File: src/rtl/mcs4_pkg.sv
// Shared MCS-4 bus definitions: subcycle state encoding, phase bit indices,
// opcode constants and instruction-length decode helpers.
package mcs4_pkg;

  // Each locked state's code is one above its phase bit index.
  typedef enum logic [3:0] {
    ST_UNSYNC = 4'd0,
    ST_A1     = 4'd1,
    ST_A2     = 4'd2,
    ST_A3     = 4'd3,
    ST_M1     = 4'd4,
    ST_M2     = 4'd5,
    ST_X1     = 4'd6,
    ST_X2     = 4'd7,
    ST_X3     = 4'd8
  } state_t;

  localparam int PH_A1 = 0;
  localparam int PH_A2 = 1;
  localparam int PH_A3 = 2;
  localparam int PH_M1 = 3;
  localparam int PH_M2 = 4;
  localparam int PH_X1 = 5;
  localparam int PH_X2 = 6;
  localparam int PH_X3 = 7;

  localparam logic [3:0] OPR_JCN     = 4'h1;
  localparam logic [3:0] OPR_FIM_SRC = 4'h2;
  localparam logic [3:0] OPR_JUN     = 4'h4;
  localparam logic [3:0] OPR_JMS     = 4'h5;
  localparam logic [3:0] OPR_ISZ     = 4'h7;

  function automatic logic is_two_word(input logic [7:0] op);
    logic result;
    result = 1'b0;
    case (op[7:4])
      OPR_JCN, OPR_JUN, OPR_JMS, OPR_ISZ: result = 1'b1;
      OPR_FIM_SRC:                         result = ~op[0];
      default:                             result = 1'b0;
    endcase
    return result;
  endfunction

  function automatic logic is_src(input logic [7:0] op);
    return (op[7:4] == OPR_FIM_SRC) && op[0];
  endfunction

endpackage

File: src/rtl/mcs4_clk_edge.sv
// Phase-2 falling-edge detector: one-sysclk event marking each bus subcycle boundary.
module mcs4_clk_edge (
  input  logic sysclk,
  input  logic poc_pad,
  input  logic clk2,
  output logic ev
);

  logic clk2_q;

  // clk2_q clears on reset, so the edge after poc_pad release can never fire ev.
  always_ff @(posedge sysclk or posedge poc_pad) begin
    if (poc_pad) clk2_q <= 1'b0;
    else         clk2_q <= clk2;
  end

  assign ev = clk2_q & ~clk2;

endmodule

File: src/rtl/mcs4_bus_sequencer.sv
// Passive MCS-4 instruction-cycle tracker (A1..X3) with fetch, I/O and SRC decode.
// Optional statistics counters are enabled by defining MCS4_BUS_SEQ_STATS_EN.
module mcs4_bus_sequencer
  import mcs4_pkg::*;
#(
  parameter logic [3:0] SYNC_TIMEOUT = 4'd8
) (
  input  logic        sysclk,
  input  logic        poc_pad,
  input  logic        clk1,
  input  logic        clk2,
  input  logic        sync,
  input  logic        cmrom,
  input  logic [3:0]  cmram,
  input  logic [3:0]  data_in,
  output logic [7:0]  phase,
  output logic        locked,
  output logic        step,
  output logic [11:0] addr,
  output logic        addr_valid,
  output logic [7:0]  opcode,
  output logic        opcode_valid,
  output logic        second_word,
  output logic        io_cycle,
  output logic        src_valid,
  output logic [7:0]  src_addr,
  output logic [3:0]  src_bank,
  output logic        sync_err
`ifdef MCS4_BUS_SEQ_STATS_EN
  ,
  output logic [15:0] cycle_count,
  output logic [7:0]  err_count
`endif
);

  logic       ev;
  state_t     state_reg, state_next;
  logic [3:0] sync_cnt_reg;
  logic       pending_reg, src_cand_reg, src_arm_reg;
  logic       enter_a1, seq_err, cap_ok, drop, timeout_hit, cm_any, err_pulse;
  logic [7:0] op_full;

  mcs4_clk_edge u_clk_edge (
    .sysclk  (sysclk),
    .poc_pad (poc_pad),
    .clk2    (clk2),
    .ev      (ev)
  );

  assign locked      = (state_reg != ST_UNSYNC);
  assign cm_any      = cmrom | (|cmram);
  assign op_full     = {opcode[7:4], data_in};
  assign timeout_hit = ({1'b0, sync_cnt_reg} + 5'd1) >= {1'b0, SYNC_TIMEOUT};
  assign drop        = ev && locked && (state_next == ST_UNSYNC);
  // Overlapping clocks at the boundary make the sync sample untrustworthy.
  assign err_pulse   = seq_err & ~clk1;

  for (genvar gi = 0; gi < 8; gi++) begin : g_phase
    assign phase[gi] = (state_reg == state_t'(4'(gi + 1)));
  end

  always_ff @(posedge sysclk or posedge poc_pad) begin
    if (poc_pad) state_reg <= ST_UNSYNC;
    else         state_reg <= state_next;
  end

  always_comb begin
    state_next = state_reg;
    enter_a1   = 1'b0;
    seq_err    = 1'b0;
    cap_ok     = 1'b0;
    if (ev) begin
      if (!locked) begin
        if (sync) begin
          state_next = ST_A1;
          enter_a1   = 1'b1;
        end
      end else if (sync) begin
        state_next = ST_A1;
        enter_a1   = 1'b1;
        if (state_reg == ST_X3) cap_ok  = 1'b1;
        else                    seq_err = 1'b1;
      end else begin
        cap_ok = 1'b1;
        if (state_reg == ST_X3 || timeout_hit) begin
          state_next = ST_UNSYNC;
          seq_err    = 1'b1;
        end else begin
          state_next = state_t'(state_reg + 4'd1);
        end
      end
    end
  end

  always_ff @(posedge sysclk or posedge poc_pad) begin
    if (poc_pad) begin
      sync_cnt_reg <= 4'd0;
      pending_reg  <= 1'b0;
      src_cand_reg <= 1'b0;
      src_arm_reg  <= 1'b0;
      step         <= 1'b0;
      addr         <= 12'd0;
      addr_valid   <= 1'b0;
      opcode       <= 8'd0;
      opcode_valid <= 1'b0;
      second_word  <= 1'b0;
      io_cycle     <= 1'b0;
      src_valid    <= 1'b0;
      src_addr     <= 8'd0;
      src_bank     <= 4'd0;
      sync_err     <= 1'b0;
    end else begin
      step         <= ev && (locked || sync);
      sync_err     <= err_pulse;
      addr_valid   <= 1'b0;
      opcode_valid <= 1'b0;
      src_valid    <= 1'b0;

      if (ev) begin
        if (sync || state_next == ST_UNSYNC) sync_cnt_reg <= 4'd0;
        else                                 sync_cnt_reg <= sync_cnt_reg + 4'd1;
      end

      if (enter_a1) begin
        second_word  <= pending_reg;
        pending_reg  <= 1'b0;
        io_cycle     <= 1'b0;
        src_cand_reg <= 1'b0;
        src_arm_reg  <= 1'b0;
      end

      // Losing lock abandons any in-flight instruction context.
      if (drop) begin
        second_word  <= 1'b0;
        pending_reg  <= 1'b0;
        io_cycle     <= 1'b0;
        src_cand_reg <= 1'b0;
        src_arm_reg  <= 1'b0;
      end

      if (cap_ok) begin
        case (state_reg)
          ST_A1: addr[3:0]  <= data_in;
          ST_A2: addr[7:4]  <= data_in;
          ST_A3: begin
            addr[11:8] <= data_in;
            addr_valid <= 1'b1;
          end
          ST_M1: opcode[7:4] <= data_in;
          ST_M2: begin
            opcode[3:0]  <= data_in;
            opcode_valid <= 1'b1;
            pending_reg  <= is_two_word(op_full) && !second_word;
            io_cycle     <= cm_any && !second_word;
            src_cand_reg <= is_src(op_full) && !second_word;
          end
          ST_X2: begin
            if (src_cand_reg && cm_any) begin
              src_bank      <= cmram;
              src_addr[7:4] <= data_in;
              src_arm_reg   <= 1'b1;
            end
          end
          ST_X3: begin
            if (src_arm_reg) begin
              src_addr[3:0] <= data_in;
              src_valid     <= 1'b1;
            end
            src_arm_reg <= 1'b0;
          end
          default: ;
        endcase
      end
    end
  end

`ifdef MCS4_BUS_SEQ_STATS_EN
  always_ff @(posedge sysclk or posedge poc_pad) begin
    if (poc_pad) begin
      cycle_count <= 16'd0;
      err_count   <= 8'd0;
    end else begin
      if (enter_a1) cycle_count <= cycle_count + 16'd1;
      if (err_pulse && err_count != 8'hFF) err_count <= err_count + 8'd1;
    end
  end
`endif

endmodule

File: config.mk
export PLATFORM = sky130hd
export DESIGN_NAME = mcs4_bus_sequencer
export DESIGN_NICKNAME = d
export VERILOG_FILES = /design/src/rtl/mcs4_pkg.sv /design/src/rtl/mcs4_clk_edge.sv /design/src/rtl/mcs4_bus_sequencer.sv
export SDC_FILE = /design/constraint.sdc
export NUM_CORES = 1
export LEC_CHECK = 0
export ABC_AREA = 1
export BUFFER_PORTS_ARGS = -buffer_cell sky130_fd_sc_hd__buf_2
export CAP_MARGIN = 30
export CORE_AREA = 2 2 129 81
export CTS_CLUSTER_SIZE = 14
export DETAILED_ROUTE_END_ITERATION = 6
export DIE_AREA = 0 0 131 83
export GPL_TIMING_DRIVEN = 0
export PLACE_DENSITY = 0.43
export SLEW_MARGIN = 20
export SYNTH_ARGS = -nofsm -noshare
export SYNTH_HDL_FRONTEND = slang
export SYNTH_SLANG_ARGS = --single-unit
File: constraint.sdc
create_clock -name sysclk -period 5.65 [get_ports sysclk]
set_input_delay 0.2825 -clock sysclk [delete_from_list [all_inputs] [get_ports sysclk]]
set_output_delay 0.2825 -clock sysclk [all_outputs]
set_load 0.03 [all_outputs]
After elaboration in Yosys (flattened, before gate mapping)
Cells that the tools add are included.

cells by class
  equality and inequality tests = 13
  add/sub/neg operators = 3
  $lt $le $gt $ge = 1
  bitwise operators = 6
  muxes and demuxes = 46
  reductions and logical operators = 24

operators by type and width
  kind                                                                                 number
  1-bit two-way mux                                                                    38
  4-bit by 3-bit equality test with 1-bit output, second input constant                7
  4-bit two-way mux                                                                    6
  4-bit by 2-bit equality test with 1-bit output, second input constant                3
  2-bit AND reduction                                                                  5
  4-bit by 1-bit adder with 4-bit output, second input constant                        2
  4-bit by 1-bit equality test with 1-bit output, second input constant                2
  1-bit logical AND                                                                    8
  4-bit OR reduction                                                                   2
  3-bit AND reduction                                                                  2
  4-bit by 1-bit adder with 5-bit output, second input constant                        1
  5-bit by 4-bit greater-or-equal comparator with 1-bit output, second input constant  1
  4-bit equality test, second input constant                                           1
  4-bit zero test                                                                      1
  1-bit one-hot mux with 2 select lines                                                2
  4-bit nonzero test                                                                   1
  1-bit logical OR                                                                     3
  1-bit inverter                                                                       3
  1-bit AND                                                                            2
  2-bit nonzero test                                                                   1
  1-bit zero test                                                                      1
  1-bit OR                                                                             1

word-level totals
  register bits = 51
  word-level logic and storage cells = 114
  bits of input ports = 14
  output and inout bits = 48

Longest topological paths before layout
Gate-level depths: netlist of the first run.

  depth in word-level cells = 13
  depth in mapped cells = 13
  depth with buffers taken out = 13

By module
A second synthesis of the first run with hierarchy kept.

second synthesis, totals
  cells, all modules = 251
  area total of the unflattened synthesis = 2265.9 sq um

by module, submodules not included
  module              sequential area each (sq um)  cells an instance  instances  area each (sq um)
  mcs4_bus_sequencer  1251.2                        247                1          2227.1
  mcs4_clk_edge       25.0                          4                  1          38.8

Worst setup path before layout of the first run
OpenSTA, ideal clock, no wires.

  kind = register to register
  start point = register state_reg[0]
  end point = register src_arm_reg
  path buffers = 0
  period minus slack after synthesis = 1962 ps
  stages on the path, launching flop included = 12
  arrival time = 1844 ps
  setup slack = 3688 ps
  path through = dfrtp_1 inv_1 ha_1 nand2_1 nor2_2 nor2_1 nand3_1 o21ai_1 nor2_1 nand3_2 nand2_1 nand2_1

between the ends
  cells in the longest elaborated chain, start to end = 12
  elaborated cells on any way between the ends = 21
  classes of those cells = 1 x add/sub; 2 x eq/ne; 13 x mux; 5 x reduce/logical

RTL lines
  element                                RTL line                   source
  start, declared                        mcs4_bus_sequencer.sv:37   state_t state_reg, state_next;
  start signal, assigned                 mcs4_bus_sequencer.sv:64   else state_reg <= state_next;
  4-bit equality test (*)                --
  via phase[7]                           mcs4_bus_sequencer.sv:16   output logic [7:0] phase,
  1-bit logical OR (*)                   mcs4_bus_sequencer.sv:85   if (state_reg == ST_X3 || timeout_hit) begin
  4-bit two-way mux (*)                  mcs4_bus_sequencer.sv:85
  4-bit two-way mux (*)                  mcs4_bus_sequencer.sv:78   end else if (sync) begin
  4-bit two-way mux (*)                  mcs4_bus_sequencer.sv:73   if (!locked) begin
  4-bit two-way mux (*)                  mcs4_bus_sequencer.sv:72   if (ev) begin
  via state_next[1]                      mcs4_bus_sequencer.sv:37
  4-bit zero test (*)                    mcs4_bus_sequencer.sv:54   assign drop = ev && locked && (state_next == ST_UNSYNC);
  1-bit logical AND (*)                  mcs4_bus_sequencer.sv:54
  1-bit two-way mux (*)                  mcs4_bus_sequencer.sv:133  if (drop) begin
  1-bit two-way mux                      mcs4_bus_sequencer.sv:158  if (src_cand_reg && cm_any) begin
  1-bit one-hot mux with 2 select lines  mcs4_bus_sequencer.sv:142  case (state_reg)
  1-bit two-way mux (*)                  mcs4_bus_sequencer.sv:141  if (cap_ok) begin
  end signal, assigned                   mcs4_bus_sequencer.sv:138  src_arm_reg <= 1'b0;
  end signal, assigned                   mcs4_bus_sequencer.sv:161  src_arm_reg <= 1'b1;
  end signal, assigned                   mcs4_bus_sequencer.sv:169  src_arm_reg <= 1'b0;
  end, declared                          mcs4_bus_sequencer.sv:39   logic pending_reg, src_cand_reg, src_arm_reg;

Mark *: on every way through the listed nets, which the timed path passes. The rest lies on a longest branch.
A chain may end at the register's enable or synchronous reset.

Worst setup path after layout of the first run
  start point = register state_reg[0]
  end point = register io_cycle

between the ends
  cells in the longest elaborated chain, start to end = 11
  elaborated cells on any way between the ends = 20
  classes of those cells = 1 x add/sub; 2 x eq/ne; 12 x mux; 5 x reduce/logical

RTL lines
  element                                                                                         RTL line                   source
  parallel branches: the longest is 4 deep, another holds 4-bit by 1-bit adder with 4-bit output  --
  4-bit two-way mux (*)                                                                           mcs4_bus_sequencer.sv:73
  4-bit two-way mux (*)                                                                           mcs4_bus_sequencer.sv:72
  via state_next[1]                                                                               mcs4_bus_sequencer.sv:37
  4-bit zero test (*)                                                                             mcs4_bus_sequencer.sv:54
  1-bit logical AND (*)                                                                           mcs4_bus_sequencer.sv:54
  1-bit two-way mux (*)                                                                           mcs4_bus_sequencer.sv:133
  1-bit two-way mux                                                                               mcs4_bus_sequencer.sv:142
  1-bit two-way mux (*)                                                                           mcs4_bus_sequencer.sv:141
  end signal, assigned                                                                            mcs4_bus_sequencer.sv:154  io_cycle <= cm_any && !second_word;
  end, declared                                                                                   mcs4_bus_sequencer.sv:24   output logic io_cycle,

Mark *: on every way through the listed nets, which the timed path passes.

==> results.json, run 1 <==
{
  "powerDensity_nw_per_um2": 382.0,
  "die_x_um": 131,
  "synthMuxAreaShare": 0.01904,
  "clock_latency_ns": 0.29,
  "fillerInstances": 1049,
  "clk_path_buf_depth": 2,
  "finalNonFillerCells": 460,
  "path_class": "flop to flop",
  "cts.htree.levels": 2,
  "synth-seq-cells": 51,
  "synth_compound_area_frac": 0.1142,
  "p_leak_nw": 1.611,
  "synth_top_cells_by_count": "69 x nand2_1, 51 x dfrtp_1, 29 x inv_1",
  "cts_resized": 0,
  "synth.largest_area_cell": "dfrtp_1",
  "synth_area_leaders": "dfrtp_1 54%, nand2_1 11%, o21ai_0 5.3%, inv_1 4.6%, ha_1 3.2%",
  "antenna_left": 0,
  "top_register": "addr",
  "place_ws_ns": 3.573,
  "end_kind": "flop",
  "synth-adder-area-share": 0.03173,
  "setup_viol": 0,
  "synthSimpleGateAreaFrac": 0.2216,
  "syn_inst": 258,
  "finalSetupTns_ns": 0,
  "crit_required_ns": 5.83,
  "whs_ns": 0.08736,
  "synth_ff_type": "dfrtp_1",
  "grt_antenna_before_repair": 0,
  "cts_sinks": 51,
  "start_util": 0.2456,
  "crit_fanout": 6,
  "synth.net_count": 278,
  "first_iter_violations": 119,
  "hold_violations": 0,
  "rsz0062_at_grt": "false",
  "vias": 1907,
  "synthToLayoutAreaGrowth_pct": 25.59,
  "clock_skew_ns": 0.01161,
  "synth_xor_xnor_area_share": 0.007403,
  "synth_area_per_cell_um2": 9.171,
  "cts_setup_buffers": 0,
  "ctsRootBufferMaster": "clkbuf_16",
  "largest_register_ff_count": 12,
  "coreArea_um2": 9634,
  "ys_seq_area_frac": 0.5394,
  "cp.arrival_ns": 2.30,
  "gp_congestion": 0.7777,
  "cts_tree": "built",
  "hpwl_mm": 4.570,
  "synth_most_common_cell": "nand2_1",
  "grt_overflow": 0,
  "m1WireLength_mm": 3.285,
  "reg_top3": "addr: 12 flops, opcode: 8 flops, src_addr: 8 flops",
  "placed_area_um2": 2843,
  "hold_path.class": "primary input to async pin",
  "nets": 346,
  "row_count": 28,
  "synth_edf_count": 0,
  "die_height_um": 83,
  "relSlewSlack": 0.5689,
  "synth_top_area_share": 0.5394,
  "port_buffers": 61,
  "antennaDiodeCount": 0,
  "met2_length_mm": 2.364,
  "highest_layer": "met4",
  "wl_met3_um": 322,
  "design_area_um2": 2972,
  "synth.distinct_cells": 29,
  "synthArstFlopShare": 1.000,
  "ctsHoldBuffers": 0,
  "tightest_slew_ns": 0.6467,
  "synth_top_family_by_area": "simple AND/OR/NAND/NOR gates",
  "p_total_mw": 1.135,
  "setup_ws_ns": 3.533,
  "grt_pass1_wl_mm": 9.860,
  "max_clock_freq_mhz": 472.5,
  "vdd_drop_max_v": 0.0001187,
  "layout_worst_path_cycle_share": 0.3746,
  "fin_crit_ns": 2.117,
  "drive_above_1_share": 0.3015,
  "synth_area_um2": 2366,
  "final_util": 0.3084,
  "max_cap_violations": 0,
  "drt-pass1-iter-count": 4,
  "wl_mm": 6.068,
  "fp.dieArea_um2": 10870,
  "first_global_vias": 1845,
  "vias_per_cell": 4.146,
  "start_kind": "flop",
  "outcome": "complete, no violations",
  "drc": 0,
  "track_usage": 0.1198,
  "grt_max_degree": 52,
  "yosys_warnings": 0,
  "numCtsBuffers": 5,
  "io_pins": 62,
  "slew_viol_final": 0,
  "path_clk_slew_ns": 0.07,
  "wl_per_cell_um": 13.19,
  "place_inst": 454
}
layout by cell type (no fill, tap or decap):
| cell type | n |
|---|---|
| nand2_1 | 69 |
| buf_2 | 61 |
| dfrtp_1 | 51 |
| inv_1 | 28 |
| o21ai_0 | 25 |
| nor2_1 | 20 |
| nand3_1 | 10 |
| ha_1 | 6 |
| inv_2 | 5 |
| nand2_2 | 5 |
| o21ai_2 | 5 |
| o21ai_1 | 5 |
| clkbuf_16 | 5 |
| nand4_1 | 4 |
| a21oi_1 | 3 |
| mux2_4 | 3 |
| nor2_2 | 2 |
| a21oi_4 | 2 |
| buf_6 | 2 |
| buf_4 | 1 |
| nor3_1 | 1 |
| nor2_4 | 1 |
| nand2_4 | 1 |
| nand4_4 | 1 |
| xnor2_1 | 1 |
| nand3_2 | 1 |
| o211ai_1 | 1 |
| nor4_1 | 1 |
| o31ai_4 | 1 |
| inv_4 | 1 |
| or2_2 | 1 |
| xor2_1 | 1 |
| clkbuf_1 | 1 |
metal layers:
layer / global-route usage / vias to the layer above
li1: - / 962
met1: 0.1817 / 896
met5: 0 / -
met3: 0.03544 / 8
met4: 0.04062 / 0
met2: 0.1592 / 41
kinds of logic (layout without fill, tap and decap cells):
group | after synthesis | in the layout
AO/OA/AOI/OAI | 42 | 42
AND/OR/NAND/NOR | 117 | 117
adder cells (fa/ha/maj) | 6 | 6
XOR/XNOR | 2 | 2
multiplexers | 3 | 3
buffers and inverters | 37 | 104
flip-flops | 51 | 51
area by class of cell:
cell class / instances / area (um2) / area share
Tap cell: 135 / 168.9 / 0.05684
Clock buffer: 6 / 128.9 / 0.04337
Timing Repair Buffer: 61 / 305.3 / 0.1027
Multi-Input combinational cell: 170 / 932.1 / 0.3137
Buffer: 3 / 30.03 / 0.01011
Inverter: 34 / 130.1 / 0.04379
Sequential cell: 51 / 1276 / 0.4295
critical path, cell delays in order (launching register included):
cell and delay (ns):
dfrtp_1 0.44, inv_1 0.14, ha_1 0.32, nand2_1 0.11, nor2_2 0.14, nor2_1 0.08, nand3_1 0.17, o21ai_1 0.11
nor2_1 0.18, nand3_2 0.17, nand2_1 0.09, nand2_1 0.05
power by group:
part / leakage (nW) / switching (mW) / internal, mW / total (mW)
Combinational: 0.854 / 0.274 / 0.108 / 0.382
Clock: 0.0628 / 0.127 / 0.160 / 0.287
Sequential: 0.694 / 0.0448 / 0.421 / 0.466
final timing paths:
| path | start | cells after the start | endpoint | slack [ns] |
|---|---|---|---|---|
| setup / recovery | state_reg[0] | 11 | io_cycle | 3.53 |
| hold / removal | poc_pad | 2 | src_bank[2] | 0.09 |
| setup reg to reg | state_reg[0] | 11 | io_cycle | 3.53 |
| hold reg to reg | src_addr[5] | 2 | src_addr[5] | 0.48 |
| max in group asynchronous | poc_pad | 2 | addr[5] | 5.13 |
| min in group sysclk | clk2 | 1 | u_clk_edge.clk2_q | 0.13 |
(Power assumes the default switching activity.)
==> run 2, diff against run 1 <==
--- a/config.mk
+++ b/config.mk
@@ -13,7 +13,7 @@
 export DETAILED_ROUTE_END_ITERATION = 6
 export DIE_AREA = 0 0 131 83
 export GPL_TIMING_DRIVEN = 0
-export PLACE_DENSITY = 0.43
+export PLACE_DENSITY = 0.45
 export SLEW_MARGIN = 20
 export SYNTH_ARGS = -nofsm -noshare
 export SYNTH_HDL_FRONTEND = slang
==> constraint.sdc (replaced) <==
create_clock -name sysclk -period 1.7 [get_ports sysclk]
set_input_delay 0.085 -clock sysclk [delete_from_list [all_inputs] [get_ports sysclk]]
set_output_delay 0.085 -clock sysclk [all_outputs]
set_load 0.03 [all_outputs]
==> run 2 against run 1 <==
Effect of this change: highest routed layer unchanged; the run now ends with setup timing left; first-iteration DRC count fell by 35%; via count is 3.6% higher; power grew to 3.8 times the previous value.
==> results.json, run 2 (synthesis results as in run 1) <==
{
  "outcome": "finished with violations",
  "violations": "setup timing",
  "hold_path.class": "primary input to flop",
  "fillerInstances": 1024,
  "r2r-start": "state_reg[1]",
  "hp-start": "cmram[1]",
  "setup_viol": 28,
  "io_pins": 62,
  "path_class": "flop to flop",
  "crit_chain": "inv_2 > ha_4 > buf_4 > nand2_4 > nand2_4 > a21oi_4 > nand4_4 > mux2_4",
  "coreArea_um2": 9634,
  "cts_tree": "built",
  "vdd_drop_max_v": 0.0005530,
  "crit_fanout": 6,
  "max_clock_freq_mhz": 548.2,
  "cp_slowest_cell": "dfrtp_2",
  "fp.dieArea_um2": 10870,
  "hpwl_mm": 4.644,
  "relSlewSlack": 0.5717,
  "port_buffers": 61,
  "ctsRootBufferMaster": "clkbuf_16",
  "vias": 1975,
  "fin_crit_ns": 1.824,
  "vias_per_cell": 4.098,
  "grt_overflow": 0,
  "start_kind": "flop",
  "endpoint": "src_bank[0]",
  "clock_latency_ns": 0.29,
  "final_cell_mix": "61 x buf_2, 59 x nand2_1, 48 x dfrtp_1, 26 x inv_1, 22 x o21ai_0",
  "end_kind": "flop",
  "antenna_left": 0,
  "first_global_vias": 1856,
  "p_leak_nw": 1.798,
  "setup_ws_ns": -0.1243,
  "cp.arrival_ns": 2.00,
  "synthToLayoutAreaGrowth_pct": 41.09,
  "slew_viol_final": 0,
  "grt_max_degree": 52,
  "largest_register_ff_count": 12,
  "final_util": 0.3465,
  "max_cap_violations": 0,
  "top_register": "addr",
  "nets": 366,
  "numCtsBuffers": 5,
  "first_iter_violations": 77,
  "drc": 0,
  "crit_required_ns": 1.88,
  "reg2reg_depth": 8,
  "drt-pass1-iter-count": 4,
  "row_count": 28,
  "die_height_um": 83,
  "clock_skew_ns": 0.005055,
  "final_common_cell": "buf_2",
  "grt_antenna_before_repair": 0,
  "start_util": 0.2456,
  "track_usage": 0.1242,
  "wl_mm": 6.504,
  "tightest_slew_ns": 0.6424,
  "gp_congestion": 0.8441,
  "r2r-end": "src_bank[0]",
  "rsz0062_at_grt": "true",
  "antennaDiodeCount": 0,
  "powerDensity_nw_per_um2": 1305,
  "worst_path_most_repeated_cell": "nand2_4",
  "r2r_slack_ns": -0.12,
  "max_stage_delay_ns": 0.38,
  "cts.htree.levels": 2,
  "drive_above_1_share": 0.4265,
  "hold_violations": 0,
  "reg_top3": "addr: 12 flops, opcode: 8 flops, src_addr: 8 flops",
  "path_clk_slew_ns": 0.07,
  "clk_path_buf_depth": 2,
  "cts_sinks": 51,
  "p_total_mw": 4.355,
  "grt_pass1_wl_mm": 10.18,
  "layout_worst_path_cycle_share": 1.073,
  "wl_per_cell_um": 13.49,
  "cp-startpoint": "state_reg[1]",
  "die_x_um": 131
}
==> run 2: worst min path at each step <==
stage	to	depth (start not counted)
detailed placement	u_clk_edge.clk2_q	1
CTS	src_bank[1]	2
floorplan	u_clk_edge.clk2_q	0
global placement	u_clk_edge.clk2_q	1
global route	src_bank[0]	2
finish	src_bank[1]	2
==> run 2: per-layer routing <==
| layer | routed length (um) | GRT usage | share of wire | vias to the layer above |
|---|---|---|---|---|
| li1 | - | - | - | 994 |
| met1 | 3494 | 0.1994 | 0.54 | 914 |
| met2 | 2441 | 0.1512 | 0.38 | 60 |
| met3 | 490 | 0.03673 | 0.075 | 7 |
| met4 | 77 | 0.04449 | 0.012 | 0 |
| met5 | 0 | 0 | 0 | - |
==> run 2: final cells by class <==
cell class / count / area, um2 / area share
buffer: 3 / 37.54 / 0.01124
clock buffer: 6 / 138.9 / 0.04160
clock inverter: 2 / 35.03 / 0.01049
inverter: 34 / 135.1 / 0.04048
multi-input combinational: 170 / 1065 / 0.3190
sequential: 51 / 1280 / 0.3834
tap: 135 / 168.9 / 0.05060
timing repair buffer: 81 / 478.0 / 0.1432
==> run 2: worst max-delay path: cells and delay by family, from the launching register on <==
family / cells / cell delay [ns]
fa+ha+maj: 1 / 0.17
flops: 1 / 0.38
compound gates: 1 / 0.25
buf+inv: 2 / 0.21
mux: 1 / 0.34
simple gates: 3 / 0.36
==> run 2: what timing repair did <==
item | CTS | global route
gates cloned | 0 | 1
setup buffers | 8 | 9
pin swaps | 8 | 6
endpoints found under the hold margin | 52 | 0
endpoints found under the setup margin | 37 | 41
resized for setup | 10 | 24
hold buffers | 2 | 0
==> run 2: power breakdown <==
group | switching [mW] | internal, mW
registers | 0.132 | 1.41
logic | 1.07 | 0.552
clock network | 0.459 | 0.733
total | 1.67 | 2.69
==> run 2: through the flow <==
stage	area (um2)	setup slack (ns)	instances	hold slack (ns)	TNS (ns)
3_5_place_dp	2885	-0.2278	454	0.2202	-5.672
6_report	3338	-0.1243	482	0.03887	-1.386
5_1_grt	3338	-0.1895	482	0.03763	-4.903
2_1_floorplan	2409	-0.02592	258	0.1164	-0.2399
4_1_cts	3169	-0.1087	472	0.03503	-1.156
3_3_place_gp	2883	-0.4000	454	0.2222	-26.15
==> run 3, diff against run 2 <==
==> constraint.sdc (replaced) <==
create_clock -name sysclk -period 1.7 [get_ports sysclk]
set_input_delay 0.34 -clock sysclk [delete_from_list [all_inputs] [get_ports sysclk]]
set_output_delay 0.34 -clock sysclk [all_outputs]
set_load 0.03 [all_outputs]
==> run 3 against run 2 <==
Effect of this change: the run still ends with setup timing left; critical path depth did not move; largest power group unchanged; first-iteration DRC count unchanged; final cell count is 2.7% higher; setup slack got worse by 0.044 ns; critical path type unchanged; sequential share of layout area decreased by 2.1 points; highest routed layer unchanged.
==> results.json, run 3 (synthesis results as in run 1) <==
{
  "start_util": 0.2456,
  "crit_chain": "inv_2 > ha_4 > buf_4 > nand2_4 > nand2_4 > a21oi_4 > nand4_4 > mux2_4",
  "max_stage_delay_ns": 0.42,
  "clk_path_buf_depth": 2,
  "slew_viol_final": 0,
  "clock_skew_ns": 0.003300,
  "cts_sinks": 51,
  "first_iter_violations": 77,
  "p_total_mw": 4.784,
  "drc": 0,
  "ctsHoldBuffers": 0,
  "coreArea_um2": 9634,
  "powerDensity_nw_per_um2": 1353,
  "crit_fanout": 5,
  "fin_crit_ns": 1.868,
  "synthToLayoutAreaGrowth_pct": 49.39,
  "final_cell_mix": "61 x nand2_1, 52 x buf_2, 48 x dfrtp_1, 30 x buf_4, 22 x inv_1",
  "antennaDiodeCount": 0,
  "final_common_cell": "nand2_1",
  "outcome": "finished with violations",
  "wl_mm": 6.843,
  "reg_top3": "addr: 12 flops, opcode: 8 flops, src_addr: 8 flops",
  "hold_path.class": "primary input to async pin",
  "ctsRootBufferMaster": "clkbuf_16",
  "port_buffers": 61,
  "largest_register_ff_count": 12,
  "grt_max_degree": 52,
  "setup_ws_ns": -0.1679,
  "vdd_drop_max_v": 0.0005608,
  "grt_antenna_before_repair": 0,
  "fillerInstances": 1001,
  "nets": 379,
  "finalSetupTns_ns": -3.308,
  "design_area_um2": 3535,
  "cts_tree": "built",
  "hpwl_mm": 4.644,
  "row_count": 28,
  "cp_slowest_cell": "dfrtp_2",
  "fp.dieArea_um2": 10870,
  "violations": "setup timing",
  "tightest_slew_ns": 0.6440,
  "place_ws_ns": -0.2278,
  "grt_overflow": 0,
  "layout_worst_path_cycle_share": 1.099,
  "drt-pass1-iter-count": 4,
  "rsz0062_at_grt": "true",
  "numCtsBuffers": 5,
  "max_clock_freq_mhz": 535.4,
  "finalNonFillerCells": 495,
  "placed_area_um2": 2885,
  "vias_per_cell": 4.147,
  "place_inst": 454,
  "grt_pass1_wl_mm": 10.70,
  "final_util": 0.3669,
  "drive_above_1_share": 0.4667,
  "max_cap_violations": 0,
  "first_global_vias": 1949,
  "die_height_um": 83,
  "cp_num_buf_inv": 2,
  "antenna_left": 0,
  "end_kind": "flop",
  "whs_ns": 0.1355,
  "worst_path_most_repeated_cell": "nand2_4",
  "track_usage": 0.1309,
  "cp.arrival_ns": 2.05,
  "hold_violations": 0,
  "crit_required_ns": 1.88,
  "critPathTopFamily": "flip-flops",
  "wl_per_cell_um": 13.82,
  "die_x_um": 131,
  "relSlewSlack": 0.5707,
  "io_pins": 62,
  "path_class": "flop to flop",
  "start_kind": "flop",
  "p_leak_nw": 1.898,
  "path_clk_slew_ns": 0.07,
  "cts.htree.levels": 2,
  "clock_latency_ns": 0.29,
  "setup_viol": 34,
  "vias": 2053,
  "top_register": "addr",
  "gp_congestion": 0.8441
}
==> run 3: worst paths after layout <==
path	start	endpoint	slack [ns]	cells after the start
worst max-delay path	state_reg[0]	src_bank[0]	-0.17	8
worst min-delay path	poc_pad	src_addr[6]	0.14	2
worst max register to register	state_reg[0]	src_bank[0]	-0.17	8
worst min register to register	addr[10]	addr[10]	0.48	2
max in group asynchronous	poc_pad	state_reg[3]	1.10	2
min in group sysclk	clk2	u_clk_edge.clk2_q	0.17	1
==> run 3: layout make-up <==
class | instances | area, um2 | area share
Clock buffer | 6 | 138.9 | 0.03929
Timing Repair Buffer | 94 | 620.6 | 0.1756
Tap cell | 135 | 168.9 | 0.04779
Buffer | 3 | 37.54 | 0.01062
Sequential cell | 51 | 1280 | 0.3621
Clock inverter | 2 | 35.03 | 0.009912
Multi-Input combinational cell | 170 | 1119 | 0.3165
Inverter | 34 | 135.1 | 0.03823
==> run 3: worst reg2reg max path: stages (launching register included) <==
cell,delay [ns]
dfrtp_2,0.42
inv_2,0.07
ha_4,0.18
buf_4,0.15
nand2_4,0.07
nand2_4,0.07
a21oi_4,0.24
nand4_4,0.21
mux2_4,0.34
==> run 3: where the power goes <==
part           internal [mW]  leakage (nW)  switching, mW
combinational          0.823          1.12           1.22
sequential              1.40         0.690          0.150
clock                  0.733        0.0868          0.453
total                   2.96          1.90           1.82
==> run 3: per-layer routing <==
metal | global-route usage | vias to the layer above | wire length (um)
li1 | - | 1025 | -
met1 | 0.2031 | 968 | 3625
met2 | 0.1667 | 51 | 2724
met3 | 0.03737 | 9 | 388
met4 | 0.05126 | 0 | 104
met5 | 0 | - | 0
==> run 3: what timing repair did <==
action | CTS | global route
gates cloned | 1 | 0
pin swaps | 15 | 14
gates resized for setup | 47 | 25
buffers inserted | 21 | 11
endpoints found under the setup margin | 45 | 51
